[src/rtl/pipe_scroller.sv]
// Pipe obstacle scroller and 2-digit BCD score keeper feeding the colour mapper.
// Pipes move once per synchronised frame strobe; the score counts pipes that pass the bird.
module pipe_scroller #(
    parameter logic [12:0] SCROLL_SPEED = 13'd2,
    parameter logic [12:0] PIPE_SPACING = 13'd200,
    parameter logic [12:0] START_X      = 13'd680,
    parameter logic [12:0] PIPE_HALF_W  = 13'd24,
    parameter logic [12:0] GAP_HALF     = 13'd60,
    parameter logic [12:0] GAP_MIN      = 13'd112
) (
    input  logic             Clk,
    input  logic             Reset,
    input  logic             frame_clk,
    input  logic             start,
    input  logic             crash,
    input  logic [9:0]       BirdX,
    output logic [3:0][12:0] pipeX,
    output logic [3:0][12:0] pipeWidth,
    output logic [3:0][12:0] pipeGapSize,
    output logic [3:0][12:0] pipeGapLocation,
    output logic [7:0]       score,
    output logic             score_pulse
);

    typedef enum logic [1:0] {IDLE, RUN, HALT} stateT;

    localparam logic [12:0] WRAP_ADD   = 13'(4 * PIPE_SPACING);
    localparam logic [12:0] WRAP_LIMIT = SCROLL_SPEED + PIPE_HALF_W;
    localparam logic [15:0] LFSR_SEED  = 16'hACE1;
    localparam logic [15:0] LFSR_MASK  = 16'hB400;

    stateT            stateReg, stateNext;
    logic             frameSync1Reg, frameSync2Reg, frameSync3Reg;
    logic             frameTick;
    logic [15:0]      lfsrReg, lfsrNext;
    logic [3:0][12:0] pipeXReg, pipeXNext, gapReg, gapNext;
    logic [3:0][12:0] initX, initGap, stepX, movedX;
    logic [3:0]       wrapPipe, passPipe;
    logic [7:0]       scoreReg, scoreNext, scoreInc;
    logic             pulseReg, pulseNext;
    logic [12:0]      birdX13, spawnGap;

    // Third flop only remembers the previous synced level for edge detection.
    assign frameTick = frameSync2Reg & ~frameSync3Reg;
    assign lfsrNext  = {1'b0, lfsrReg[15:1]} ^ (lfsrReg[0] ? LFSR_MASK : 16'h0000);
    assign birdX13   = {3'b000, BirdX};
    assign spawnGap  = GAP_MIN + {5'b00000, lfsrReg[7:0]};

    generate
        for (genvar gi = 0; gi < 4; gi++) begin : genPipe
            assign initX[gi]       = 13'(START_X + gi * PIPE_SPACING);
            assign initGap[gi]     = 13'(GAP_MIN + gi * 64);
            assign stepX[gi]       = pipeXReg[gi] - SCROLL_SPEED;
            assign wrapPipe[gi]    = pipeXReg[gi] <= WRAP_LIMIT;
            // Respawn adds the full ring length so spacing between pipes stays exact.
            assign movedX[gi]      = wrapPipe[gi] ? stepX[gi] + WRAP_ADD : stepX[gi];
            assign passPipe[gi]    = (pipeXReg[gi] > birdX13) && (stepX[gi] <= birdX13);
            assign pipeWidth[gi]   = PIPE_HALF_W;
            assign pipeGapSize[gi] = GAP_HALF;
        end
    endgenerate

    always_comb begin
        scoreInc = scoreReg;
        if (scoreReg[3:0] == 4'd9) begin
            scoreInc = {scoreReg[7:4] + 4'd1, 4'd0};
        end else begin
            scoreInc = {scoreReg[7:4], scoreReg[3:0] + 4'd1};
        end
    end

    always_comb begin
        stateNext = stateReg;
        pipeXNext = pipeXReg;
        gapNext   = gapReg;
        scoreNext = scoreReg;
        pulseNext = 1'b0;
        case (stateReg)
            IDLE: begin
                pipeXNext = initX;
                gapNext   = initGap;
                scoreNext = 8'h00;
                if (start) stateNext = RUN;
            end
            RUN: begin
                // A crash in the same cycle as a frame tick wins: nothing moves.
                if (crash) begin
                    stateNext = HALT;
                end else if (frameTick) begin
                    for (int i = 0; i < 4; i++) begin
                        pipeXNext[i] = movedX[i];
                        if (wrapPipe[i]) gapNext[i] = spawnGap;
                    end
                    if ((|passPipe) && (scoreReg != 8'h99)) begin
                        scoreNext = scoreInc;
                        pulseNext = 1'b1;
                    end
                end
            end
            HALT: begin
                if (start) begin
                    stateNext = IDLE;
                    pipeXNext = initX;
                    gapNext   = initGap;
                    scoreNext = 8'h00;
                end
            end
            default: stateNext = IDLE;
        endcase
    end

    always_ff @(posedge Clk) begin
        if (Reset) begin
            stateReg      <= IDLE;
            pipeXReg      <= initX;
            gapReg        <= initGap;
            scoreReg      <= 8'h00;
            pulseReg      <= 1'b0;
            lfsrReg       <= LFSR_SEED;
            frameSync1Reg <= 1'b0;
            frameSync2Reg <= 1'b0;
            frameSync3Reg <= 1'b0;
        end else begin
            stateReg      <= stateNext;
            pipeXReg      <= pipeXNext;
            gapReg        <= gapNext;
            scoreReg      <= scoreNext;
            pulseReg      <= pulseNext;
            lfsrReg       <= lfsrNext;
            frameSync1Reg <= frame_clk;
            frameSync2Reg <= frameSync1Reg;
            frameSync3Reg <= frameSync2Reg;
        end
    end

    assign pipeX           = pipeXReg;
    assign pipeGapLocation = gapReg;
    assign score           = scoreReg;
    assign score_pulse     = pulseReg;

endmodule

[config.mk]
export PLATFORM = sky130hd
export DESIGN_NAME = pipe_scroller
export DESIGN_NICKNAME = d
export VERILOG_FILES = /design/src/rtl/pipe_scroller.sv
export SDC_FILE = /design/constraint.sdc
export NUM_CORES = 1
export LEC_CHECK = 0
export CAP_MARGIN = 20
export CORE_UTILIZATION = 35
export CTS_CLUSTER_SIZE = 14
export DETAILED_ROUTE_END_ITERATION = 8
export PLACE_DENSITY = 0.59
export SLEW_MARGIN = 20
export SYNTH_ARGS = -nofsm -noshare
export SYNTH_HDL_FRONTEND = slang
export SYNTH_SLANG_ARGS = --single-unit
[constraint.sdc]
create_clock -name Clk -period 4.95 [get_ports Clk]
set_clock_uncertainty 0.1 [all_clocks]
set_input_delay 1.485 -clock Clk [delete_from_list [all_inputs] [get_ports Clk]]
set_output_delay 1.485 -clock Clk [all_outputs]
set_load 0.02 [all_outputs]
* Yosys cells after proc, flatten, opt, wreduce, memory -nomap -nowiden
Index checks and enable logic that the tools add are counted.
** Word-level totals
- Bits in registers :: 134
- Input port bits :: 15
- Output and inout bits :: 217
- Word-level logic and storage cells :: 104
** Cells by class
- Add/sub/neg operators :: 11
- Magnitude comparators :: 12
- Equal/unequal tests :: 15
- Multiplexer cells :: 28
- Bitwise gates (word level) :: 5
- Reductions and logical operators :: 17
** Operator list (number)
- 2-to-1 mux 52 bit :: 6
- one-hot mux 52 bit (3 select lines) :: 2
- 2-to-1 mux 13 bit :: 8
- adder 13 x 10 -> 13 bit (second input constant) :: 4
- > comparator 13 x 10 -> 1 bit :: 4
- <= comparator 13 x 10 -> 1 bit :: 4
- <= comparator 13 x 5 -> 1 bit (second input constant) :: 4
- subtractor 13 x 2 -> 13 bit (second input constant) :: 4
- 2-to-1 mux 8 bit :: 5
- AND reduction 5 bit :: 5
- one-hot mux 8 bit (3 select lines) :: 1
- != test 2 bit (second input constant) :: 11
- 2-to-1 mux 16 bit :: 1
- bitwise XOR 15 x 16 -> 16 bit :: 1
- adder 7 x 8 -> 9 bit (first input constant) :: 1
- adder 4 x 1 -> 4 bit (second input constant) :: 2
- != test 8 bit (second input constant) :: 1
- OR reduction 4 bit :: 2
- 2-to-1 mux 2 bit :: 3
- one-hot mux 2 bit (3 select lines) :: 1
- AND reduction 6 bit :: 1
- logical AND 1 bit :: 5
- == test 4 bit (second input constant) :: 1
- AND reduction 4 bit :: 1
- other kinds (8) :: 10

* Logic depth before layout (Yosys ltp)
- Depth in word-level cells :: 9
- Mapped depth :: 17
- Gate-level depth less buffers :: 15

* Least setup slack after synthesis
No wires, ideal clock.
- Path kind :: register to register
- From :: register pipeXReg, in the netlist pipeX[14]
- To :: register scoreReg[7], in the netlist score[7]
- Data arrival time :: 4.267 ns
- Required time :: 4.728 ns
- Slack :: 0.461 ns
- Cell stages (with the launch flop) :: 17
- Path buffers :: 1
- Cell sequence :: dfxtp_1 -> inv_1 -> ha_1 -> nor3b_1 -> nand2_1 -> xnor2_1 -> ha_1 -> nand4_1 -> or4_1 -> o21a_1 -> a211oi_1 -> and4_1 -> nor4_1 -> or3_1 -> buf_2 -> or2_4 -> a311o_1
** On the way
- Word-level cells in the longest chain between the ends :: 7
** Ends and longest elaborated chain
- start: declaration :: RTL line 36 : logic [3:0][12:0] pipeXReg, pipeXNext, gapReg, gapNext;
- start signal: assignment :: RTL line 115 : pipeXReg <= initX;
- start signal: assignment :: RTL line 125 : pipeXReg <= pipeXNext;
- subtractor 13 x 2 -> 13 bit :: RTL line 53 : assign stepX[gi] = pipeXReg[gi] - SCROLL_SPEED;
- <= comparator 13 x 10 -> 1 bit :: RTL line 57 : assign passPipe[gi] = (pipeXReg[gi] > birdX13) && (stepX[gi] <= birdX13);
- logical AND 1 bit * :: RTL line 57
- OR reduction 4 bit * :: RTL line 94 : if ((|passPipe) && (scoreReg != 8'h99)) begin
- logical AND 1 bit * :: RTL line 94
- != test 2 bit (no source line) *
- AND reduction 6 bit (no source line) *
- end signal: assignment :: RTL line 127 : scoreReg <= scoreNext;
- end: declaration :: RTL line 39 : logic [7:0] scoreReg, scoreNext, scoreInc;
Every way passes the cells marked *; elsewhere a longest branch is shown, timed or not.
A chain may end at the register's enable or synchronous reset.

* Worst setup path after layout
- From :: input BirdX[7]
- To :: register scoreReg[1], in the netlist score[1]
** On the way
- Word-level cells in the longest chain between the ends :: 6
** Ends and longest elaborated chain
- start: declaration :: RTL line 16 : input logic [9:0] BirdX,
- > comparator 13 x 10 -> 1 bit / <= comparator 13 x 10 -> 1 bit (equally long branches) :: RTL line 57
- logical AND 1 bit :: RTL line 57
- OR reduction 4 bit * :: RTL line 94
- logical AND 1 bit * :: RTL line 94
- != test 2 bit (no source line) *
- AND reduction 5 bit (no source line) *
Marked as above.

==> impl_metrics.py <==
metrics = {
    "clock_network": {
        "ctsHoldBuffers": 0,
        "clockBufferDepth": 2,
        "clock_latency_ns": 0.43,
        "root_buffer": "clkbuf_16",
        "cts.clk_slew.worst_paths_ns": 0.06,
        "cts_setup_buffers": 0,
        "cts_resized": 0,
        "cts_tree": "done",
        "clkSinkCount": 114,
        "cts_inserted_buffers": 17,
        "h-tree-depth": 4,
    },
    "grt": {
        "grt_overflow": 0,
        "grt_pass1_wl_um": 39000,
        "grt_max_degree": 86,
        "grt_pass1_vias": 7173,
        "antenna_found_initial": 0,
        "track_usage_pct": 19.0,
    },
    "worst_setup_path": {
        "critPathMaxFanout": 9,
        "r2r_cells": 14,
        "crit_path_end_kind": "register",
        "critPathRequiredTime_ns": 5.19,
        "arrival_ns": 4.73,
        "r2r-end": "score[1]",
        "rrSetupSlack_ns": 0.47,
        "critPathKind": "in -> reg",
        "rr_startpoint": "pipeX[14]",
        "crit_path_start_kind": "input port",
    },
    "logic_synthesis": {
        "synth.avg_cell_area_sq_um": 7.81,
        "synth_edf_count": 0,
        "synth_top_area_share_pct": 26.2,
        "ys_types": 75,
        "yosysMostFrequentCell": "buf_4",
        "ys_seq_elements": 114,
        "synth_cells": 1116,
        "synth_seq_area_share_pct": 26.2,
        "synth_ff_type": "dfxtp_1",
        "synth_common_cells": "buf_4 (124), dfxtp_1 (114), nor2_1 (96)",
        "async_flop_share_pct": 0,
        "ys_warn_count": 0,
        "synth_area_leaders": "dfxtp_1 (26%), ha_1 (13%), buf_4 (11%)",
        "syn_area_sq_um": 8720,
        "synth_area_leader_cell": "dfxtp_1",
    },
    "sta": {
        "relSlewSlack_pct": 37.4,
        "period_needed_ns": 4.49,
        "slew_viol_final": 0,
        "setup_tns_ns": 0,
        "rsz0062_at_grt": "false",
        "tightest_slew_ns": 0.934,
        "finalWorstSetupSlack_ns": 0.456,
        "fmax_mhz": 223,
        "min_period_over_period_pct": 90.8,
        "setup_viol": 0,
        "hold_viol_final": 0,
    },
    "drt": {
        "post-route-drc-count": 0,
        "first_pass_iters": 6,
        "ant_nets": 0,
        "num_vias": 7936,
        "wl_per_cell_um": 15.8,
        "wl_um": 24400,
        "drt_iter0_markers": 462,
        "via_per_inst": 5.14,
    },
    "min_path": {
        "hold_depth": 1,
        "hp-start": "lfsrReg[8]",
        "whs_endpoint": "lfsrReg[7]",
        "hold_path.class": "reg -> reg",
    },
    "power": {
        "p_int_mw": 1.83,
        "switching_share_pct": 32.8,
        "seqPwrFrac_pct": 36.0,
        "fin_total_pwr_mw": 2.73,
        "pwr-share-comb_pct": 18.4,
        "p_leak_nw": 4.14,
        "p_switching_uw": 894,
        "pwr-share-clk_pct": 45.6,
        "p_per_area_nw_per_um2": 265,
        "irDropWorstVdd_v": 0.000179,
    },
    "layout": {
        "nNetsFinal": 1309,
        "multi_input_comb_area_sq_um": 5570,
        "fin_area_sq_um": 10300,
        "seqCellArea_sq_um": 2280,
        "n_antenna_cell": 0,
        "fillers": 2498,
        "area_growth_syn_to_layout_pct": 17.9,
        "drive_above_1_share_pct": 6.97,
    },
    "floorplanning": {
        "core-area_sq_um": 24400,
        "die_x_um": 160,
        "rows": 57,
        "design.die.area_sq_um": 25600,
        "io_pins": 232,
        "die_h_um": 160,
        "initial_core_util_pct": 35.8,
    },
    "place": {
        "place_congestion": 0.887,
        "dp_worst_setup_slack_ns": 0.0178,
        "place_area_sq_um": 9690,
        "port_buffers": 107,
        "hpwl_um": 17500,
    },
    "outcome": {
        "outcome": "completed",
    },
    "run": {
        "maxCapViolCount": 0,
    },
}
## critical path, cell delays in order
cell             delay, ns
clkdlybuf4s50_1       0.46
inv_1                 0.06
ha_1                  0.30
nand4_1               0.12
or4_1                 0.54
o21a_1                0.19
a211oi_1              0.19
and4_1                0.26
nor4_1                0.11
or3_1                 0.39
buf_4                 0.18
a2111o_1              0.40
o31ai_1               0.07
## power groups by stage
stage / combinational [mW] / clock [mW] / sequential, mW
floorplan: 0.405 / 0 / 1.01
global placement: 0.492 / 0 / 1.00
detailed placement: 0.496 / 0 / 1.00
CTS: 0.499 / 1.27 / 0.981
global route: 0.553 / 1.30 / 0.985
finish: 0.502 / 1.25 / 0.981
## cell families (layout without fill, tap and decap cells)
logic type | Yosys count | in the layout | share of synthesized area, %
AND/OR/NAND/NOR | 379 | 379 | 21.4
AO/OA/AOI/OAI | 253 | 253 | 18.8
buffers and inverters | 225 | 206 | 15.3
flip-flops | 114 | 114 | 26.2
adder cells (fa/ha/maj) | 88 | 88 | 12.6
XOR/XNOR | 53 | 53 | 5.32
other | 2 | 124 | 0.0861
multiplexers | 2 | 2 | 0.244
## layout make-up
| cell class | instances | area share [%] |
|---|---|---|
| multi-input cells | 899 | 54.2 |
| flip-flops and latches | 114 | 22.2 |
| repair buffers | 138 | 12.7 |
| clock buffers | 17 | 4.14 |
| well taps | 324 | 3.94 |
| clock inverters | 15 | 1.58 |
| inverters | 36 | 1.31 |
## worst max-delay path by stage
stage | start | slack, ns | cells past startpoint | end
floorplan | pipeX[14] | 0.46 | 16 | score[7]
global placement | BirdX[6] | 0.06 | 13 | score[1]
detailed placement | BirdX[7] | 0.02 | 13 | score[1]
CTS | BirdX[7] | 0.45 | 13 | score[1]
global route | pipeX[14] | 0.16 | 14 | score[6]
finish | BirdX[7] | 0.46 | 13 | score[1]
## layer usage
layer	GRT usage (%)	vias to the layer above	wire length, um
met5	0	-	0
li1	-	3877	-
met1	26.7	3749	11700
met3	3.84	26	1650
met4	5.19	0	295
met2	29.5	284	10800
## registers in the layout (all words and copies together) (netlist names)
register	count
pipeX	48
pipeGapLocation	36
lfsrReg	16
score	8
stateReg	2
frameSync1Reg	1
frameSync2Reg	1
frameSync3Reg	1
score_pulse	1
## metrics by stage
step | util (%) | std cells | hold slack (ns)
detailed placement | 39.7 | 1511 | 0.299
floorplan | - | 1238 | 0.289
global route | 42.2 | 1543 | 0.332
global placement | 39.7 | 1511 | 0.298
finish | 42.2 | 1543 | 0.313
CTS | 42.2 | 1543 | 0.318
## placed cells by master, fill, tap and decap left out, types with 14 or more instances in the layout
master	n
a211o_1	16
a21o_1	14
a21oi_1	88
buf_4	32
clkbuf_16	17
clkdlybuf4s50_1	106
conb_1	124
dfxtp_1	114
ha_1	88
inv_1	36
nand2_1	92
nand2b_1	19
nand3_1	43
nor2_1	95
nor2b_1	14
nor3_1	33
o21ai_0	48
xnor2_1	28
xor2_1	25
Power figures use the tool's default switching activity.
